### src/rtl/merge_add_ctrl.sv
// Two-pick add sequencer and tile value bank for the tile-merge datapath.
// Optional selection timeout is built when SEL_TIMEOUT_EN is defined.
module merge_add_ctrl #(
    parameter int N       = 10,
    parameter int ADD_LAT = 1,
    parameter int TMO_W   = 24
) (
    input  logic             clk,
    input  logic             rst_n,
    input  logic             enable,
    input  logic             load,
    input  logic [N*4-1:0]   load_data,
    input  logic [N-1:0]     btn,
    output logic [3:0]       add_a,
    output logic [3:0]       add_b,
    input  logic [3:0]       add_sum,
    input  logic             add_cout,
    output logic [N*4-1:0]   values,
    output logic             sel_valid,
    output logic [3:0]       sel_idx,
    output logic             busy,
    output logic             done,
    output logic             ovf
);

    typedef enum logic [1:0] {
        IDLE = 2'd0,
        SEL  = 2'd1,
        ADD  = 2'd2,
        WB   = 2'd3
    } state_t;

    localparam logic [1:0] LAT_LAST = 2'(ADD_LAT - 1);

    state_t     state_q, state_d;
    logic [3:0] tile_q [N];
    logic [3:0] tile_d [N];
    logic [3:0] add_a_q, add_a_d;
    logic [3:0] add_b_q, add_b_d;
    logic [3:0] sel_idx_q, sel_idx_d;
    logic       sel_valid_q, sel_valid_d;
    logic       busy_q, busy_d;
    logic       done_q, done_d;
    logic       ovf_q, ovf_d;
    logic [1:0] lat_cnt_q, lat_cnt_d;
`ifdef SEL_TIMEOUT_EN
    logic [TMO_W-1:0] tmo_q, tmo_d;
`endif

    logic       pick_vld_s;
    logic [3:0] pick_idx_s;

    // Lowest-index pressed button wins; higher simultaneous presses are dropped.
    always_comb begin
        pick_idx_s = 4'd0;
        for (int i = N - 1; i >= 0; i--) begin
            pick_idx_s = btn[i] ? 4'(i) : pick_idx_s;
        end
        pick_vld_s = enable && (btn != {N{1'b0}});
    end

    // Next-state logic: load overrides everything, then the pick/add sequence.
    always_comb begin
        state_d     = state_q;
        tile_d      = tile_q;
        add_a_d     = add_a_q;
        add_b_d     = add_b_q;
        sel_idx_d   = sel_idx_q;
        sel_valid_d = sel_valid_q;
        busy_d      = busy_q;
        done_d      = 1'b0;
        ovf_d       = ovf_q;
        lat_cnt_d   = lat_cnt_q;
`ifdef SEL_TIMEOUT_EN
        tmo_d       = tmo_q;
`endif
        if (load) begin
            for (int i = 0; i < N; i++) begin
                tile_d[i] = load_data[i*4 +: 4];
            end
            sel_valid_d = 1'b0;
            busy_d      = 1'b0;
            ovf_d       = 1'b0;
            state_d     = IDLE;
        end else begin
            case (state_q)
                IDLE: begin
                    if (pick_vld_s) begin
                        sel_idx_d   = pick_idx_s;
                        add_a_d     = tile_q[pick_idx_s];
                        sel_valid_d = 1'b1;
                        state_d     = SEL;
`ifdef SEL_TIMEOUT_EN
                        tmo_d       = {TMO_W{1'b0}};
`endif
                    end else begin
                        state_d = IDLE;
                    end
                end
                SEL: begin
                    if (pick_vld_s) begin
                        if (pick_idx_s == sel_idx_q) begin
                            sel_valid_d = 1'b0;
                            state_d     = IDLE;
                        end else begin
                            add_b_d   = tile_q[pick_idx_s];
                            busy_d    = 1'b1;
                            lat_cnt_d = 2'd0;
                            state_d   = ADD;
                        end
                    end else begin
`ifdef SEL_TIMEOUT_EN
                        // A stale selection is dropped exactly like a same-tile cancel.
                        if (tmo_q == {TMO_W{1'b1}}) begin
                            sel_valid_d = 1'b0;
                            state_d     = IDLE;
                        end else begin
                            tmo_d = tmo_q + {{(TMO_W-1){1'b0}}, 1'b1};
                        end
`else
                        state_d = SEL;
`endif
                    end
                end
                ADD: begin
                    if (lat_cnt_q == LAT_LAST) begin
                        state_d = WB;
                    end else begin
                        lat_cnt_d = lat_cnt_q + 2'd1;
                    end
                end
                WB: begin
                    tile_d[sel_idx_q] = add_sum;
                    ovf_d       = add_cout;
                    done_d      = 1'b1;
                    sel_valid_d = 1'b0;
                    busy_d      = 1'b0;
                    state_d     = IDLE;
                end
                default: begin
                    state_d = IDLE;
                end
            endcase
        end
    end

    // State and output registers.
    always_ff @(posedge clk or negedge rst_n) begin
        if (!rst_n) begin
            state_q     <= IDLE;
            for (int i = 0; i < N; i++) begin
                tile_q[i] <= 4'd0;
            end
            add_a_q     <= 4'd0;
            add_b_q     <= 4'd0;
            sel_idx_q   <= 4'd0;
            sel_valid_q <= 1'b0;
            busy_q      <= 1'b0;
            done_q      <= 1'b0;
            ovf_q       <= 1'b0;
            lat_cnt_q   <= 2'd0;
`ifdef SEL_TIMEOUT_EN
            tmo_q       <= {TMO_W{1'b0}};
`endif
        end else begin
            state_q     <= state_d;
            for (int i = 0; i < N; i++) begin
                tile_q[i] <= tile_d[i];
            end
            add_a_q     <= add_a_d;
            add_b_q     <= add_b_d;
            sel_idx_q   <= sel_idx_d;
            sel_valid_q <= sel_valid_d;
            busy_q      <= busy_d;
            done_q      <= done_d;
            ovf_q       <= ovf_d;
            lat_cnt_q   <= lat_cnt_d;
`ifdef SEL_TIMEOUT_EN
            tmo_q       <= tmo_d;
`endif
        end
    end

    for (genvar g = 0; g < N; g++) begin : g_pack
        assign values[g*4 +: 4] = tile_q[g];
    end

    assign add_a     = add_a_q;
    assign add_b     = add_b_q;
    assign sel_idx   = sel_idx_q;
    assign sel_valid = sel_valid_q;
    assign busy      = busy_q;
    assign done      = done_q;
    assign ovf       = ovf_q;

endmodule

### config.mk
export PLATFORM = sky130hd
export DESIGN_NAME = merge_add_ctrl
export DESIGN_NICKNAME = d
export VERILOG_FILES = /design/src/rtl/merge_add_ctrl.sv
export SDC_FILE = /design/constraint.sdc
export NUM_CORES = 1
export LEC_CHECK = 0
export ABC_AREA = 1
export CAP_MARGIN = 25
export CORE_AREA = 5 5 116 118
export CTS_CLUSTER_DIAMETER = 60
export CTS_CLUSTER_SIZE = 30
export DETAILED_ROUTE_END_ITERATION = 8
export DIE_AREA = 0 0 121 123
export HOLD_SLACK_MARGIN = 0.1
export PLACE_DENSITY = 0.53
export SYNTH_ARGS = -nofsm -noshare
export SYNTH_HDL_FRONTEND = slang
export SYNTH_SLANG_ARGS = --single-unit
### constraint.sdc
create_clock -name clk -period 3.6 [get_ports clk]
set_input_delay 0.72 -clock clk [delete_from_list [all_inputs] [get_ports clk]]
set_output_delay 0.72 -clock clk [all_outputs]
set_load 0.03 [all_outputs]
After elaboration in Yosys (flattened, before gate mapping)
Index checks and enable logic that the tools add are counted.
{ "word_totals": {"regBits": 60, "out_inout_bits": 56} }
{ "classes": {"addsub": 1, "order_cmp": 3, "n_eq_ne": 12, "bitwise_logic": 4, "n_mux": 41, "n_reduce_logical": 14} }
{ "op_table": {"columns": ["cell", "n"], "rows": [
  ["two-way mux 40 bit", 2],
  ["two-way mux 4 bit", 13],
  ["bitwise mux 40 bit", 1],
  ["binary-select mux 4 bit (select 4 bit)", 1],
  ["demux 4 bit (select 4 bit)", 1],
  ["!= test 3 bit, second input constant", 5],
  ["two-way mux 2 bit", 7],
  ["two-way mux 1 bit", 12],
  ["greater-or-equal comparator 5 bit, second input constant", 2],
  ["inverter 4 -> 5 bit", 2],
  ["nonzero test 10 bit", 1],
  ["case mux 2 bit (4 select lines)", 1],
  ["AND reduction 4 bit", 2],
  ["!= test 2 bit, second input constant", 3],
  ["AND reduction 3 bit", 2],
  ["< comparator 5 x 1 -> 1 bit, second input constant", 1],
  ["AND reduction 5 bit", 1],
  ["equality test 2 bit, second input constant", 2],
  ["equality test 4 bit", 1],
  ["logical NOT 2 bit", 2],
  ["case mux 2 bit (2 select lines)", 1],
  ["nonzero test 2 bit", 2],
  ["nonzero test 4 bit", 1],
  ["case mux 1 bit (3 select lines)", 1],
  ["other kinds (6)", 8]
]} }

Longest topological paths before layout
{ "logic_depth": {"word_depth": 15, "depth_mapped": 20} }

Worst setup path after synthesis
OpenSTA, ideal clock, no wires.
{ "synth_timing": {"path_type": "input port to flip-flop", "start": "input btn[3]", "end": "register add_b_q[0] (netlist: add_b[0])", "path_stages": 12, "setup_ns": 0.117, "slack_ns": 1.572, "arrival_time_ns": 1.912, "path_cell_list": "inv_1 nand4_4 or2_1 buf_6 nand2_1 nand4_1 nor2_1 nand2_2 nand4_4 inv_2 nand2_1 nand2_1"} }
{ "synth_between": {"elab_chain_cells": 8, "word_cells_on_any_way": 13} }
{ "synth_lines": {"columns": ["element", "line", "text"], "rows": [
  ["start: declaration", "13", "input logic [N-1:0] btn,"],
  ["two-way mux 4 bit (4 in series)", "57", "pick_idx_s = btn[i] ? 4'(i) : pick_idx_s;"],
  ["inverter 4 -> 5 bit (implied by the code)", "106", "add_b_d = tile_q[pick_idx_s];"],
  ["binary-select mux 4 bit (select 4 bit)", "106", null],
  ["two-way mux 4 bit (implied by the code) (2 in series)", "106", null],
  ["end signal: assignment", "155", "add_b_q <= 4'd0;"],
  ["end signal: assignment", "171", "add_b_q <= add_b_d;"],
  ["end: declaration", "39", "logic [3:0] add_b_q, add_b_d;"]
]} }
Parallel ways exist; a longest one is shown, timed or not. The select of a mux whose other input is x is not followed.
A chain may end at the register's enable or synchronous reset.

Final worst setup path
{ "layout_timing": {"start": "input btn[7]", "end": "register add_b_q[1] (netlist: add_b[1])"} }
{ "layout_between": {"elab_chain_cells": 12, "word_cells_on_any_way": 17} }
{ "layout_lines": {"columns": ["element", "line"], "rows": [
  ["two-way mux 4 bit (8 in series)", "57"],
  ["inverter 4 -> 5 bit (implied by the code)", "106"],
  ["binary-select mux 4 bit (select 4 bit)", "106"],
  ["two-way mux 4 bit (implied by the code) (2 in series)", "106"]
]} }
Parallel ways exist; a longest one is shown, timed or not. The select of a mux whose other input is x is not followed.

==> impl_table.tex <==
\begin{tabular}{lr}
\hline
Metric & Value \\
\hline
\multicolumn{2}{l}{\textbf{Run status}} \\
\quad Outcome & completed \\
\multicolumn{2}{l}{\textbf{GRT}} \\
\quad Maximum number of pins on one net before global-route repair & 36 \\
\quad Met1 track utilization from global routing & 22.1\% \\
\quad Met3 Resource Use GR & 4.35\% \\
\quad Overflow left after global routing & 0 \\
\quad Total routing usage reported by global routing & 16.9\% \\
\quad Antenna violations before repair & 0 \\
\quad Vias in the first global route & 3668 \\
\quad Met2 usage in global routing & 26.7\% \\
\quad Layer carrying the most global-route usage & met2 \\
\quad Global-route wire length before repair & 19300 µm \\
\multicolumn{2}{l}{\textbf{Clock network}} \\
\quad Hold buffer count at cts & 0 \\
\quad CTS Sinks & 60 \\
\quad CTS-repair resized insts & 0 \\
\quad Clock Latency Late Sink & 0.33 ns \\
\quad Htree depth & 3 \\
\quad Maximum buffer depth of the clock tree & 2 \\
\quad TritonCTS clock tree & done \\
\quad Number of setup buffers added after CTS & 0 \\
\quad Clock-pin slew reported for the worst setup and hold paths after clock tree synthesis & 0.05 ns \\
\quad TritonCTS Buffers & 9 \\
\quad Clock root buffer master & clkbuf\_16 \\
\multicolumn{2}{l}{\textbf{Routing}} \\
\quad Via count & 3429 \\
\quad Iteration-0 DRC Markers & 193 \\
\quad Average via count per standard cell & 4.72 \\
\quad Post-detailed-routing wire length & 12100 µm \\
\quad Drt first pass iters & 5 \\
\quad Remaining antenna violation count & 0 \\
\quad Mean routed wirelength per cell & 16.6 µm \\
\quad Drc violations & 0 \\
\multicolumn{2}{l}{\textbf{Critical path}} \\
\quad Critical path origin & btn[7] \\
\quad Cell with the largest stage delay on the worst path & clkdlybuf4s50\_1 \\
\quad Critical path depth & 16 \\
\quad RR Startpoint & state\_q[0] \\
\quad Critical Path Sink Type & flop \\
\quad Cells along the critical path & clkdlybuf4s50\_1 -> inv\_2 -> nand2\_1 -> nand2\_1 -> nand2\_1 -> nand2\_1 -> nand2\_1 -> nand2\_1 -> nand2\_2 -> nand2\_4 -> xor2\_1 -> nand2\_2 -> nand4\_4 -> inv\_2 -> nand2\_1 -> nand2\_1 \\
\quad Total buffers and inverters traversed by the critical path & 3 \\
\quad Crit Path Category & primary input to flop \\
\quad Kind of start point of the critical path & primary input \\
\quad Number of cell instances on the worst register-to-register path & 5 \\
\quad Worst endpoint required time & 3.87 ns \\
\quad Reg2Reg Capture Point & values[15] \\
\quad Slowest Stage Delay on Critical Path & 0.51 ns \\
\quad CP most frequent cell & nand2\_1 \\
\quad Arrival time reported for the critical path endpoint & 2.84 ns \\
\quad Critical Path Fanout Max & 26 \\
\quad Worst setup path end & add\_b[1] \\
\quad Reg-to-reg slack, setup & 2.03 ns \\
\quad Cell family contributing the most delay on the critical path & simple AND/OR/NAND/NOR gates \\
\multicolumn{2}{l}{\textbf{Die}} \\
\quad Overall die area & 14900 µm² \\
\quad Core footprint & 12400 µm² \\
\quad I/O pin total & 115 \\
\quad Die X & 121 µm \\
\quad Height of the die & 123 µm \\
\quad Effective utilization at floorplan & 27.0\% \\
\quad Placement Rows & 41 \\
\multicolumn{2}{l}{\textbf{Final layout}} \\
\quad Growth of design area from synthesis to finish & 47.3\% \\
\quad Net count of the finished layout & 611 \\
\quad Commonest non-fill, non-tap cell in the layout & nand2\_1 \\
\quad Post-layout instance count excluding filler cells & 727 \\
\quad Proportion of layout cells with a drive suffix above 1 & 6.31\% \\
\quad Final design area excluding fillers & 4910 µm² \\
\quad Number of diodes added for antenna fixing & 0 \\
\quad Commonest cells after routing, fill and taps aside & 153 x nand2\_1, 113 x clkdlybuf4s50\_1, 60 x dfrtp\_1 \\
\quad Fillers & 1295 \\
\quad Utilization of the core after routing & 39.7\% \\
\multicolumn{2}{l}{\textbf{Power and ir drop}} \\
\quad Leakage Power & 2.28 nW \\
\quad Worst voltage drop across the vdd grid & 0.177 mV \\
\quad Power consumption & 2.34 mW \\
\quad Cell area power density & 476 nW/µm² \\
\multicolumn{2}{l}{\textbf{Synth}} \\
\quad Cell count after synthesis & 437 \\
\quad Mean Syn Cell Area & 7.62 µm² \\
\quad Yosys warnings & 0 \\
\quad Sequential area share after synthesis & 45.1\% \\
\quad Post-synthesis cell type count & 29 \\
\quad Total nets after synthesis & 497 \\
\quad Area of the mapped netlist & 3330 µm² \\
\quad Count of state elements after synthesis & 60 \\
\multicolumn{2}{l}{\textbf{STA}} \\
\quad Worst hold slack & 0.405 ns \\
\quad Actual transition at the worst max-transition pin & 0.630 ns \\
\quad Highest achievable clock rate & 389 MHz \\
\quad Count of endpoints failing setup in the final report & 0 \\
\quad Max-slew violations & 0 \\
\quad RSZ-0062 raised after global routing & false \\
\quad Min setup slack post-route & 1.03 ns \\
\quad Count of endpoints failing hold in the final timing report & 0 \\
\quad Shortest clock period the worst path allows after layout & 2.57 ns \\
\quad Sum Neg Setup Slack & 0 ns \\
\quad Clk\_skew & 0.00378 ns \\
\quad Headroom to the max-slew limit & 58.0\% \\
\quad Period utilisation layout & 71.4\% \\
\multicolumn{2}{l}{\textbf{Placement}} \\
\quad Setup Slack @ Placement & 0.689 ns \\
\quad Placed cell count & 712 \\
\quad Final Wtd Congestion & 0.888 \\
\quad Port Buf Inserts & 114 \\
\quad Instance area at placement & 4640 µm² \\
\quad HPWL reported at the end of detailed placement & 9290 µm \\
\multicolumn{2}{l}{\textbf{Worst hold path}} \\
\quad Hold WC Path Type & primary input to asynchronous set/reset pin \\
\multicolumn{2}{l}{\textbf{Job}} \\
\quad Maximum capacitance violations & 0 \\
\hline
\end{tabular}
==> state kept, by name, indices dropped and copies added, names as in the netlist <==
name / count
values: 40
add_a: 4
add_b: 4
sel_idx: 4
lat_cnt_q: 2
state_q: 2
busy: 1
done: 1
ovf: 1
sel_valid: 1
==> where the power goes <==
part           internal [mW]  total (mW)  switching, mW
clock                  0.496       0.783          0.287
sequential             0.765       0.833         0.0681
combinational          0.293       0.721          0.428
==> worst reg2reg max path: cells and delay by family, from the launching register on <==
family,cells,cell delay (ns)
AO/OA/AOI/OAI,1,0.13
buffers and inverters,1,0.27
AND/OR/NAND/NOR,3,0.54
flip-flops,1,0.49
==> kinds of logic (layout without fill, tap and decap cells) <==
| kind of cell | count (synthesis) | count (layout) | synth area share, % |
|---|---|---|---|
| compound gates | 56 | 56 | 13.0 |
| buf+inv | 82 | 200 | 10.2 |
| fa+ha+maj | 1 | 1 | 0.375 |
| flops | 60 | 60 | 45.1 |
| simple gates | 235 | 235 | 30.5 |
| xor+xnor | 3 | 3 | 0.789 |
==> worst min-delay path by stage <==
stage | endpoint | depth (start not counted) | slack [ns]
after floorplan | add_a[0] | 0 | 0.42
after global placement | add_b[1] | 2 | 0.48
after detailed placement | add_b[1] | 2 | 0.47
after CTS | values[15] | 1 | 0.41
after global routing | values[15] | 1 | 0.44
final | values[15] | 1 | 0.41
==> Yosys cell counts <==
| cell | n | area (µm²) |
|---|---|---|
| nand2_1 | 153 | 574 |
| dfrtp_1 | 60 | 1500 |
| inv_1 | 59 | 221 |
| nand3_1 | 46 | 230 |
| o221ai_1 | 36 | 315 |
| nor2_1 | 20 | 75.1 |
| clkbuf_1 | 8 | 30.0 |
| buf_2 | 6 | 30.0 |
| o211ai_1 | 6 | 45.0 |
| a21oi_1 | 5 | 25.0 |
| inv_2 | 4 | 15.0 |
| nor3_1 | 4 | 20.0 |
| o21ai_0 | 4 | 20.0 |
| o21ai_1 | 4 | 20.0 |
| nand2_2 | 3 | 18.8 |
| xor2_1 | 3 | 26.3 |
| buf_6 | 2 | 22.5 |
| clkinv_4 | 2 | 17.5 |
| nand4_4 | 2 | 42.5 |
| a22o_1 | 1 | 8.76 |
| clkinv_1 | 1 | 3.75 |
| ha_1 | 1 | 12.5 |
| nand2_4 | 1 | 11.3 |
| nand3_2 | 1 | 10.0 |
| nand4_1 | 1 | 6.26 |
| nor2_2 | 1 | 6.26 |
| nor3_2 | 1 | 10.0 |
| or2_1 | 1 | 6.26 |
| or2_2 | 1 | 6.26 |
==> metal layers <==
| metal | share of wire (%) | up-vias |
|---|---|---|
| met5 | 0 | - |
| met4 | 1.1 | 0 |
| met3 | 6.4 | 12 |
| met2 | 46 | 112 |
| met1 | 46 | 1632 |
| li1 | - | 1673 |
==> layout make-up <==
type	instances	area, µm²	share of cell area [%]
multi-input combinational	295	1490	30.4
sequential	60	1500	30.6
clock inverter	2	10.0	0.204
tap	172	215	4.38
clock buffer	13	260	5.30
timing repair buffer	119	1170	23.9
inverter	66	258	5.25
(Power assumes the default switching activity.)
